File: src/rtl/mem_stage.sv
// MEM stage of the 5-stage MIPS core: load/store over a req/ack bus, write-back select, MEM_WB register.
// Define MEM_TIMEOUT_EN to force-complete accesses left unacknowledged for TIMEOUT request cycles.
module mem_stage #(
    parameter int TIMEOUT = 16,
    parameter int CNT_W   = 5
) (
    input  logic         clk,
    input  logic         reset_b,
    input  logic [138:0] EX_MEM,
    input  logic         IRQ_BACKUP,
    input  logic         IRQ_RECOVERY,
    output logic         mem_req,
    output logic         mem_we,
    output logic [31:0]  mem_addr,
    output logic [31:0]  mem_wdata,
    input  logic [31:0]  mem_rdata,
    input  logic         mem_ack,
    output logic         stall,
    output logic         bus_err,
    output logic [37:0]  MEM_WB,
    output logic         o_dbg_state
);

    typedef enum logic {S_IDLE = 1'b0, S_WAIT = 1'b1} state_t;

    state_t      r_state;
    logic [37:0] r_mem_wb;
    logic [37:0] r_shadow;

    logic [31:0] w_wdata;
    logic [31:0] w_alu;
    logic [4:0]  w_wreg;
    logic        w_mem_read;
    logic        w_mem_write;
    logic        w_reg_write;
    logic [1:0]  w_mem_to_reg;
    logic [31:0] w_pc_plus4;
    logic [31:0] w_lu_data;
    logic        w_lu_op;
    logic        w_memop;
    logic        w_force_done;
    logic [31:0] w_load_data;
    logic [31:0] w_wb_data;
    logic        w_irq_ok;

    assign w_wdata      = EX_MEM[31:0];
    assign w_alu        = EX_MEM[63:32];
    assign w_wreg       = EX_MEM[68:64];
    assign w_mem_read   = EX_MEM[69];
    assign w_mem_write  = EX_MEM[70];
    assign w_reg_write  = EX_MEM[71];
    assign w_mem_to_reg = EX_MEM[73:72];
    assign w_pc_plus4   = EX_MEM[105:74];
    assign w_lu_data    = EX_MEM[137:106];
    assign w_lu_op      = EX_MEM[138];

    assign w_memop   = w_mem_read | w_mem_write;
    assign mem_req   = w_memop;
    assign mem_we    = w_mem_write;
    assign mem_addr  = {w_alu[31:2], 2'b00};
    assign mem_wdata = w_wdata;

`ifdef MEM_TIMEOUT_EN
    logic [CNT_W-1:0] r_cnt;
    logic             r_bus_err;

    // r_cnt counts WAIT cycles; the first request cycle is spent in IDLE,
    // so TIMEOUT-2 in WAIT is the TIMEOUT-th cycle with mem_req high.
    assign w_force_done = (r_state == S_WAIT) && !mem_ack &&
                          (r_cnt == CNT_W'(TIMEOUT - 2));
    assign bus_err      = r_bus_err;
`else
    logic [31:0] w_unused_cfg;

    assign w_unused_cfg = 32'(TIMEOUT + CNT_W);
    assign w_force_done = 1'b0;
    assign bus_err      = 1'b0;
`endif

    assign stall       = w_memop & ~mem_ack & ~w_force_done;
    assign w_load_data = w_force_done ? 32'b0 : mem_rdata;
    assign w_irq_ok    = (r_state == S_IDLE) && !stall;

    assign w_wb_data = w_lu_op               ? w_lu_data   :
                       (w_mem_to_reg == 2'b01) ? w_load_data :
                       (w_mem_to_reg == 2'b10) ? w_pc_plus4  : w_alu;

    always_ff @(posedge clk or negedge reset_b) begin
        if (!reset_b) begin
            r_state   <= S_IDLE;
            r_mem_wb  <= 38'b0;
            r_shadow  <= 38'b0;
`ifdef MEM_TIMEOUT_EN
            r_cnt     <= '0;
            r_bus_err <= 1'b0;
`endif
        end else begin
            case (r_state)
                S_IDLE: begin
                    if (w_memop && !mem_ack) begin
                        r_state <= S_WAIT;
`ifdef MEM_TIMEOUT_EN
                        r_cnt   <= '0;
`endif
                    end
                end
                S_WAIT: begin
                    if (mem_ack || w_force_done) begin
                        r_state <= S_IDLE;
                    end
`ifdef MEM_TIMEOUT_EN
                    else begin
                        r_cnt <= r_cnt + 1'b1;
                    end
`endif
                end
                default: r_state <= S_IDLE;
            endcase

            // Bubble while stalled so write-back never repeats an instruction.
            if (stall) begin
                r_mem_wb <= 38'b0;
            end else if (w_irq_ok && IRQ_RECOVERY) begin
                r_mem_wb <= r_shadow;
            end else if (w_irq_ok && IRQ_BACKUP) begin
                r_shadow <= r_mem_wb;
                r_mem_wb <= 38'b0;
            end else begin
                r_mem_wb <= {w_reg_write, w_wreg, w_wb_data};
            end

`ifdef MEM_TIMEOUT_EN
            r_bus_err <= w_force_done;
`endif
        end
    end

    assign MEM_WB      = r_mem_wb;
    assign o_dbg_state = (r_state == S_WAIT);

endmodule
File: config.mk
export PLATFORM = sky130hd
export DESIGN_NAME = mem_stage
export DESIGN_NICKNAME = d
export VERILOG_FILES = /design/src/rtl/mem_stage.sv
export SDC_FILE = /design/constraint.sdc
export NUM_CORES = 1
export LEC_CHECK = 0
export ABC_AREA = 0
export CAP_MARGIN = 20
export CORE_MARGIN = 2
export CORE_UTILIZATION = 38
export DETAILED_ROUTE_END_ITERATION = 16
export PLACE_DENSITY = 0.82
export REMOVE_ABC_BUFFERS = 1
export SLEW_MARGIN = 30
export SYNTH_ARGS = -nofsm -noshare
export SYNTH_HDL_FRONTEND = slang
export SYNTH_SLANG_ARGS = --single-unit
File: constraint.sdc
create_clock -name clk -period 2.04 [get_ports clk]
set_input_delay 0.408 -clock clk [delete_from_list [all_inputs] [get_ports clk]]
set_output_delay 0.408 -clock clk [all_outputs]
set_load 0.02 [all_outputs]
After elaboration in Yosys (flattened, before gate mapping)
Cells that the tools add are included.
{"block": "word_totals", "regBits": 77, "inputBits": 176, "wordCells": 27, "output_inout_bits": 107}
{"block": "classes", "n_eq_ne": 2, "bitwise_logic": 6, "mux": 9, "reduce_logical": 7}
{"cell": "38-bit two-way mux", "n": 3}
{"cell": "32-bit two-way mux", "n": 3}
{"cell": "1-bit logical AND", "n": 4}
{"cell": "1-bit inverter", "n": 4}
{"cell": "3-bit AND reduction", "n": 1}
{"cell": "2-bit by 1-bit equality test with 1-bit output (second input constant)", "n": 1}
{"cell": "2-bit equality test (second input constant)", "n": 1}
{"cell": "1-bit logical NOT", "n": 2}
{"cell": "1-bit two-way mux", "n": 2}
{"cell": "1-bit case mux with 2 select lines", "n": 1}
{"cell": "1-bit bitwise AND", "n": 1}
{"cell": "1-bit OR", "n": 1}

Longest topological paths before layout
Gate-level depths: netlist (run 1).
{"block": "logic_depth", "word_depth": 8, "depth_mapped": 5, "depth_no_buf": 3}

Worst setup path before layout (run 1)
OpenSTA, ideal clock, no wires.
{"block": "synth_path", "path_kind": "input to register", "startpoint": "in EX_MEM[70]", "endpoint": "reg r_shadow[17]", "setup_time_ps": 125, "path_buffers": 2, "cell_stages": 5, "arrival_ps": 1554, "required_ps": 1915, "setup_slack_ps": 361, "path_cell_list": "o21ba_2 > nor4b_4 > buf_6 > buf_12 > mux2_4"}
{"block": "synth_via", "elab_chain_len": 7, "word_cells_on_any_way": 9, "classes_between": "4 x bitwise; 5 x reduce/logical"}
{"element": "from (decl)", "line": "9", "text": "input logic [138:0] EX_MEM,"}
{"element": "1-bit OR *", "line": "57", "text": "assign w_memop = w_mem_read | w_mem_write;"}
{"element": "1-bit bitwise AND *", "line": "80", "text": "assign stall = w_memop & ~mem_ack & ~w_force_done;"}
{"element": "1-bit logical NOT", "line": "82", "text": "assign w_irq_ok = (r_state == S_IDLE) && !stall;"}
{"element": "1-bit logical AND", "line": "82"}
{"element": "1-bit logical AND", "line": "123", "text": "end else if (w_irq_ok && IRQ_RECOVERY) begin"}
{"element": "1-bit inverter (no line)"}
{"element": "3-bit AND reduction (no line) *"}
{"element": "to (signal assigned)", "line": "126", "text": "r_shadow <= r_mem_wb;"}
{"element": "to (decl)", "line": "28", "text": "logic [37:0] r_shadow;"}
Mark *: on every way between the ends. The rest lies on a longest branch, timed or not.
A chain may end at the register's enable or synchronous reset.

Final worst setup path (run 1)
{"block": "layout_path", "startpoint": "in EX_MEM[47]", "endpoint": "out mem_addr[15]"}
{"element": "to (decl)", "line": "14", "text": "output logic [31:0] mem_addr,"}
No word-level cell between the ends.

==> results of run 1 <==
worst reg2reg max path: stages (launching register included):
cell and delay, ns:
dfrtp_1 0.47, nor4b_4 0.35, buf_12 0.30, mux2_2 0.40
path summary, 6_finish.rpt:
path / start / end / slack (ns)
worst max register to register: o_dbg_state / r_shadow[9] / 0.41
min in group clk: r_shadow[2] / MEM_WB[2] / 0.50
max in group asynchronous: reset_b / r_shadow[19] / 1.40
worst max-delay path: EX_MEM[47] / mem_addr[15] / 0.09
worst min register to register: r_shadow[2] / MEM_WB[2] / 0.50
worst min-delay path: reset_b / MEM_WB[37] / 0.05
final cells by class:
class | count | area (um^2)
Antenna cell | 1 | 2.502
Clock buffer | 10 | 229.0
Clock inverter | 6 | 40.04
Fill cell | 1030 | 5136
Multi-Input combinational cell | 249 | 2111
Sequential cell | 77 | 1927
Tap cell | 147 | 183.9
Timing Repair Buffer | 235 | 2382
flip-flops by register name, summed over array words and instances (netlist names):
name,flops
o_dbg_state,1
MEM_WB,38
r_shadow,38
cell usage in the layout, fill, tap and decap left out:
cell,instances
a21oi_1,32
a22o_1,6
a32o_1,32
buf_12,7
buf_4,15
clkbuf_1,1
clkbuf_16,9
clkdlybuf4s50_1,211
clkinv_2,3
clkinv_4,2
clkinvlp_4,1
conb_1,3
dfrtp_1,77
diode_2,1
dlygate4sd2_1,2
mux2_2,18
mux2_4,20
mux2i_1,64
nand2_1,32
nor2_1,2
nor2_2,1
nor2_4,1
nor2b_1,32
nor2b_2,1
nor3b_4,1
nor4b_4,1
o21ba_2,2
or2_2,1
kinds of logic (layout without fill, tap and decap cells):
group | Yosys count | count (layout)
AOI/OAI and AO/OA | 72 | 72
and+or+nand+nor | 72 | 72
DFF | 77 | 77
other | 1 | 4
muxes | 102 | 102
buffers and inverters | 95 | 251
metal layers:
layer / routed length, um / global-route usage [%]
met3: 1475 / 9.647
met2: 6440 / 33.73
met1: 5479 / 24.38
met4: 157 / 5.221
met5: 86 / 5.556
power groups by stage:
stage	logic, mW	registers, mW	clock network (mW)
after floorplan	0.494	2.02	0
after global placement	1.36	1.94	0
after detailed placement	1.40	1.96	0
after CTS	1.40	1.93	1.45
after global routing	1.49	1.97	1.54
final	1.39	1.93	1.42
through the flow:
| step | cell area [um^2] | utilization [%] | std cells | setup TNS [ns] |
|---|---|---|---|---|
| floorplan | 4019 | - | 326 | -39.81 |
| global placement | 6606 | 55.00 | 708 | -3.589 |
| detailed placement | 6606 | 55.00 | 708 | -5.055 |
| CTS | 6873 | 57.22 | 724 | 0 |
| global route | 6873 | 57.22 | 724 | 0 |
| finish | 6875 | 57.24 | 725 | 0 |
==> results.md, run 1 <==
- Initial Util: between 30% and 40%
- Cts bufs inserted: 9
- Post-route minimum period: ~1.9 ns
- Synth Area in Compound Gates: 11.82%
- Die Y-Extent: 115.0 um
- Critical path class: primary input to output port
- Sequential power share: about two fifths
- Power, Total: roughly 4.7 mW
- Most common cell on crit path: clkdlybuf4s50_1
- Part of the cycle the worst path needs: 95.52%
- CP Data Required Time: 1.63 ns
- Final setup viols: 0
- Ys flop type: dfrtp_1
- CTS tree: yes
- Pint: roughly 3.4 mW
- Top delay family on crit path: buffers and inverters
- Clock transition at path regs: approximately 0.06 ns
- Post-synthesis adder-cell area fraction: 0%
- RSZ-0062 raised after global routing: false
- Final Hold Vio Count: 0
- Post-synth top cells: dfrtp_1 (77), buf_4 (69), mux2i_1 (64)
- Seq cells post-synth: 77
- Top-area cell type share of the netlist area: between 40% and 50%
- Critical path, cell by cell: clkdlybuf4s50_1, clkdlybuf4s50_1
- Max incr delay on CP: 0.63 ns
- Post-synth ARST share: 100.0%
- Core area: 12,010 um^2
- Fin. max-slew vios: 0
- Routed len/inst: about 19 um
- CTS Hold Bufs: 0
- Maximum vdd drop: 0.3514 mV
- Clock Tree Buf Depth: 2
- Die Footprint: 13,220 um^2
- Fmax: around 500 MHz
- Share of layout cells above drive strength 1: 14.38%
- Avg Inst Size Synth: 11.17 um^2
- Total clock sinks: 77
- Critical path arrival: 1.54 ns
- Root buffer cell: clkbuf_16
- DR vias/cell: 5.138
- GPL Wtd Cong: 0.7544
- CP startpoint kind: primary input
- Final WL: ~14 mm
- Logic pwr share: 29.2%
- CP Buf/Inv Count: 2
- Worst skew pair latency: 0.32 ns
- Hold Crit Class: primary input to asynchronous set/reset pin
- Clk_skew: approximately 0.0073 ns
- CTS resizes: 2
- Post-synth EDFFs: 0
- Initial antenna violation count: 0
- Largest family of logic cells by synthesized area: multiplexers
- Total number of vias: 3,725
- Cell count after synthesis: 419
- Mux cell area share after synthesis: 24.43%
- First-pass GRT wire length: 21.16 mm
- Vias in the first global route: between 4,000 and 5,000
- Sequential-to-total area share from yosys stat: 41.17%
- Reg2Reg Depth: 3
- Overflow after GRT: 0
- Power density over the cells: 689.7 nW/um^2
- H-tree levels: 3
- DR iter-0 viols: 157
- Site Rows: 40
- Final nets: 748
- Horiz. Die Dim: 115.0 um
- Synth-to-Final Area Change: 46.89%
- Post CTS Setup Buffer Count: 0
- Max-Cap Viols: 0
- Clk pwr share: 30.0%
- Largest net degree at the start of global routing: 41
- Buffers on Ports: 215
- Final WS setup: 0.09132 ns
- DRC errors left: 0
- Hpwl dp: approximately 11 mm
- Final ANT Viol Nets: 0
- Largest area contributor in the synthesized netlist: dfrtp_1
- Crit-path max FO: 3
- CP Depth: 2
- P_leak: 2.972 nW
- Synth unique cells: 20
- Synth Area in Simple Gates: 8.206%
- Worst path slowest cell: clkdlybuf4s50_1
- I/O pin cnt: ~280
- Global-route usage over all layers: 20.69%
- Sw Pwr: around 1.3 mW
- Warnings from Yosys: 0
- Top cells by area, synth: dfrtp_1 (41%), mux2i_1 (14%), buf_4 (11%)
- Outcome: completed
- Synthesized area: around 4700 um^2
- Final hold slack: 0.05022 ns
- Switching share of power: 27.49%
- Setup WS pre-CTS: -0.1634 ns
- Xor and xnor area share after synthesis: 0%
- Most numerous cell in the Yosys netlist: dfrtp_1
- Worst setup EP type: output port
- First-pass iteration count of the detailed router: 4
Power figures use the tool's default switching activity.
==> inputs of run 2 (changes only) <==
--- a/config.mk
+++ b/config.mk
@@ -12,7 +12,6 @@
 export DETAILED_ROUTE_END_ITERATION = 16
 export PLACE_DENSITY = 0.82
 export REMOVE_ABC_BUFFERS = 1
-export SLEW_MARGIN = 30
 export SYNTH_ARGS = -nofsm -noshare
 export SYNTH_HDL_FRONTEND = slang
 export SYNTH_SLANG_ARGS = --single-unit
==> results of run 2 <==
Same layout as run 1: the final DEF is identical, and so are final timing and power.
==> variant: new RTL, settings of run 2 <==
The option `MEM_TIMEOUT_EN` is turned on by a define.
--- a/src/rtl/mem_stage.sv
+++ b/src/rtl/mem_stage.sv
@@ -1,4 +1,6 @@
 // MEM stage of the 5-stage MIPS core: load/store over a req/ack bus, write-back select, MEM_WB register.
 // Define MEM_TIMEOUT_EN to force-complete accesses left unacknowledged for TIMEOUT request cycles.
+`define MEM_TIMEOUT_EN
+
 module mem_stage #(
     parameter int TIMEOUT = 16,
Behaviour: no difference found for any inputs over 4 cycles, from zero or initial values and one cycle with reset_b low; that may be too few to reach the edited logic, so the function may still have changed.
==> variant against run 2 <==
- worst setup slack worse by 0.043 ns
- combinational power is 35% higher
- sequential power is 12% higher
- critical endpoint is now mem_we
- count of clock-buffer cells in the layout is 3 higher
- final area is 12% higher
- via count is 20% higher
- critical path type unchanged
- sequential cell count is 6 higher
- routed wire length is 24% higher
- total power is 19% higher
- core utilization is 1.2 points lower
- synthesized area is 14% higher
==> variant: results (changes against run 2) <==
* Distinct cells, synth at 37 (+85%)
* Critical Path Source: EX_MEM[70]
* IO buf count at 216 (+0.47%)
* R2r setup slk at 0.19 ns (-0.22 ns)
* Placed Area at 7380 sq um (+12%)
* R2r worst-path depth at 8 (+5)
* Synth Area in Adders at 0.471% (+0.47 points)
* Antenna cells at 0 (-1)
* Worst r2r dst: MEM_WB[29]$_DFF_PN0_
* Number of non-clock buffers at 248 (+5.5%)
* Register Area at 2080 sq um (+7.8%)
* Placed insts at 821 (+16%)
* Seq cells at 83 (+7.8%)
* Final hold slack at 0.477 ns (+0.427 ns)
* Clock skew at 0.00383 ns (-0.00351 ns)
* Status: finished, final reports clean
* Sequential share of the synthesized area at 39.1% (-2.1 points)
* Post-layout util at 56.1% (-1.2 points)
* #MultiIn Comb at 306 (+23%)
* Invs w/o clock at 6 (+6)
* Mux cell area share after synthesis at 15.7% (-8.8 points)
* WL final at 17.0 mm (+24%)
* Gr usage total at 22.5% (+1.8 points)
* FF-to-FF Start: r_cnt[0]$_DFFE_PN0P_
* Nets at 832 (+11%)
==> variant: cell count changes after synthesis, moves of 8 or more <==
cell	run 2	this run
a21oi_1	32	4
a21oi_2	0	28
a221oi_2	0	30
a32o_1	32	0
buf_6	1	10
mux2i_1	64	33
nand3_1	0	34
nor2_1	4	12
nor2b_1	33	1
o21ai_0	0	62
==> variant: power by group <==
group	leakage (nW)	switching (mW)	internal [mW]
clock	0.146	0.605	1.01
combinational	2.00	0.833	1.05
sequential	1.07	0.197	1.98
total	3.22	1.63	4.03
==> variant: layer usage <==
layer | part of all wire (%) | vias up | GRT usage (%)
met3 | 11 | 23 | 9.85
met5 | 0.41 | - | 4.51
met2 | 45 | 234 | 34.9
met4 | 2.0 | 2 | 7.90
met1 | 42 | 2144 | 27.4
li1 | - | 2054 | -
==> variant: repair_timing <==
item	CTS	global route
setup endpoints to repair	2	3
pin swaps	0	3
endpoints found under the hold margin	12	0
hold buffers	1	0
gates resized for setup	6	6
setup buffers	0	1
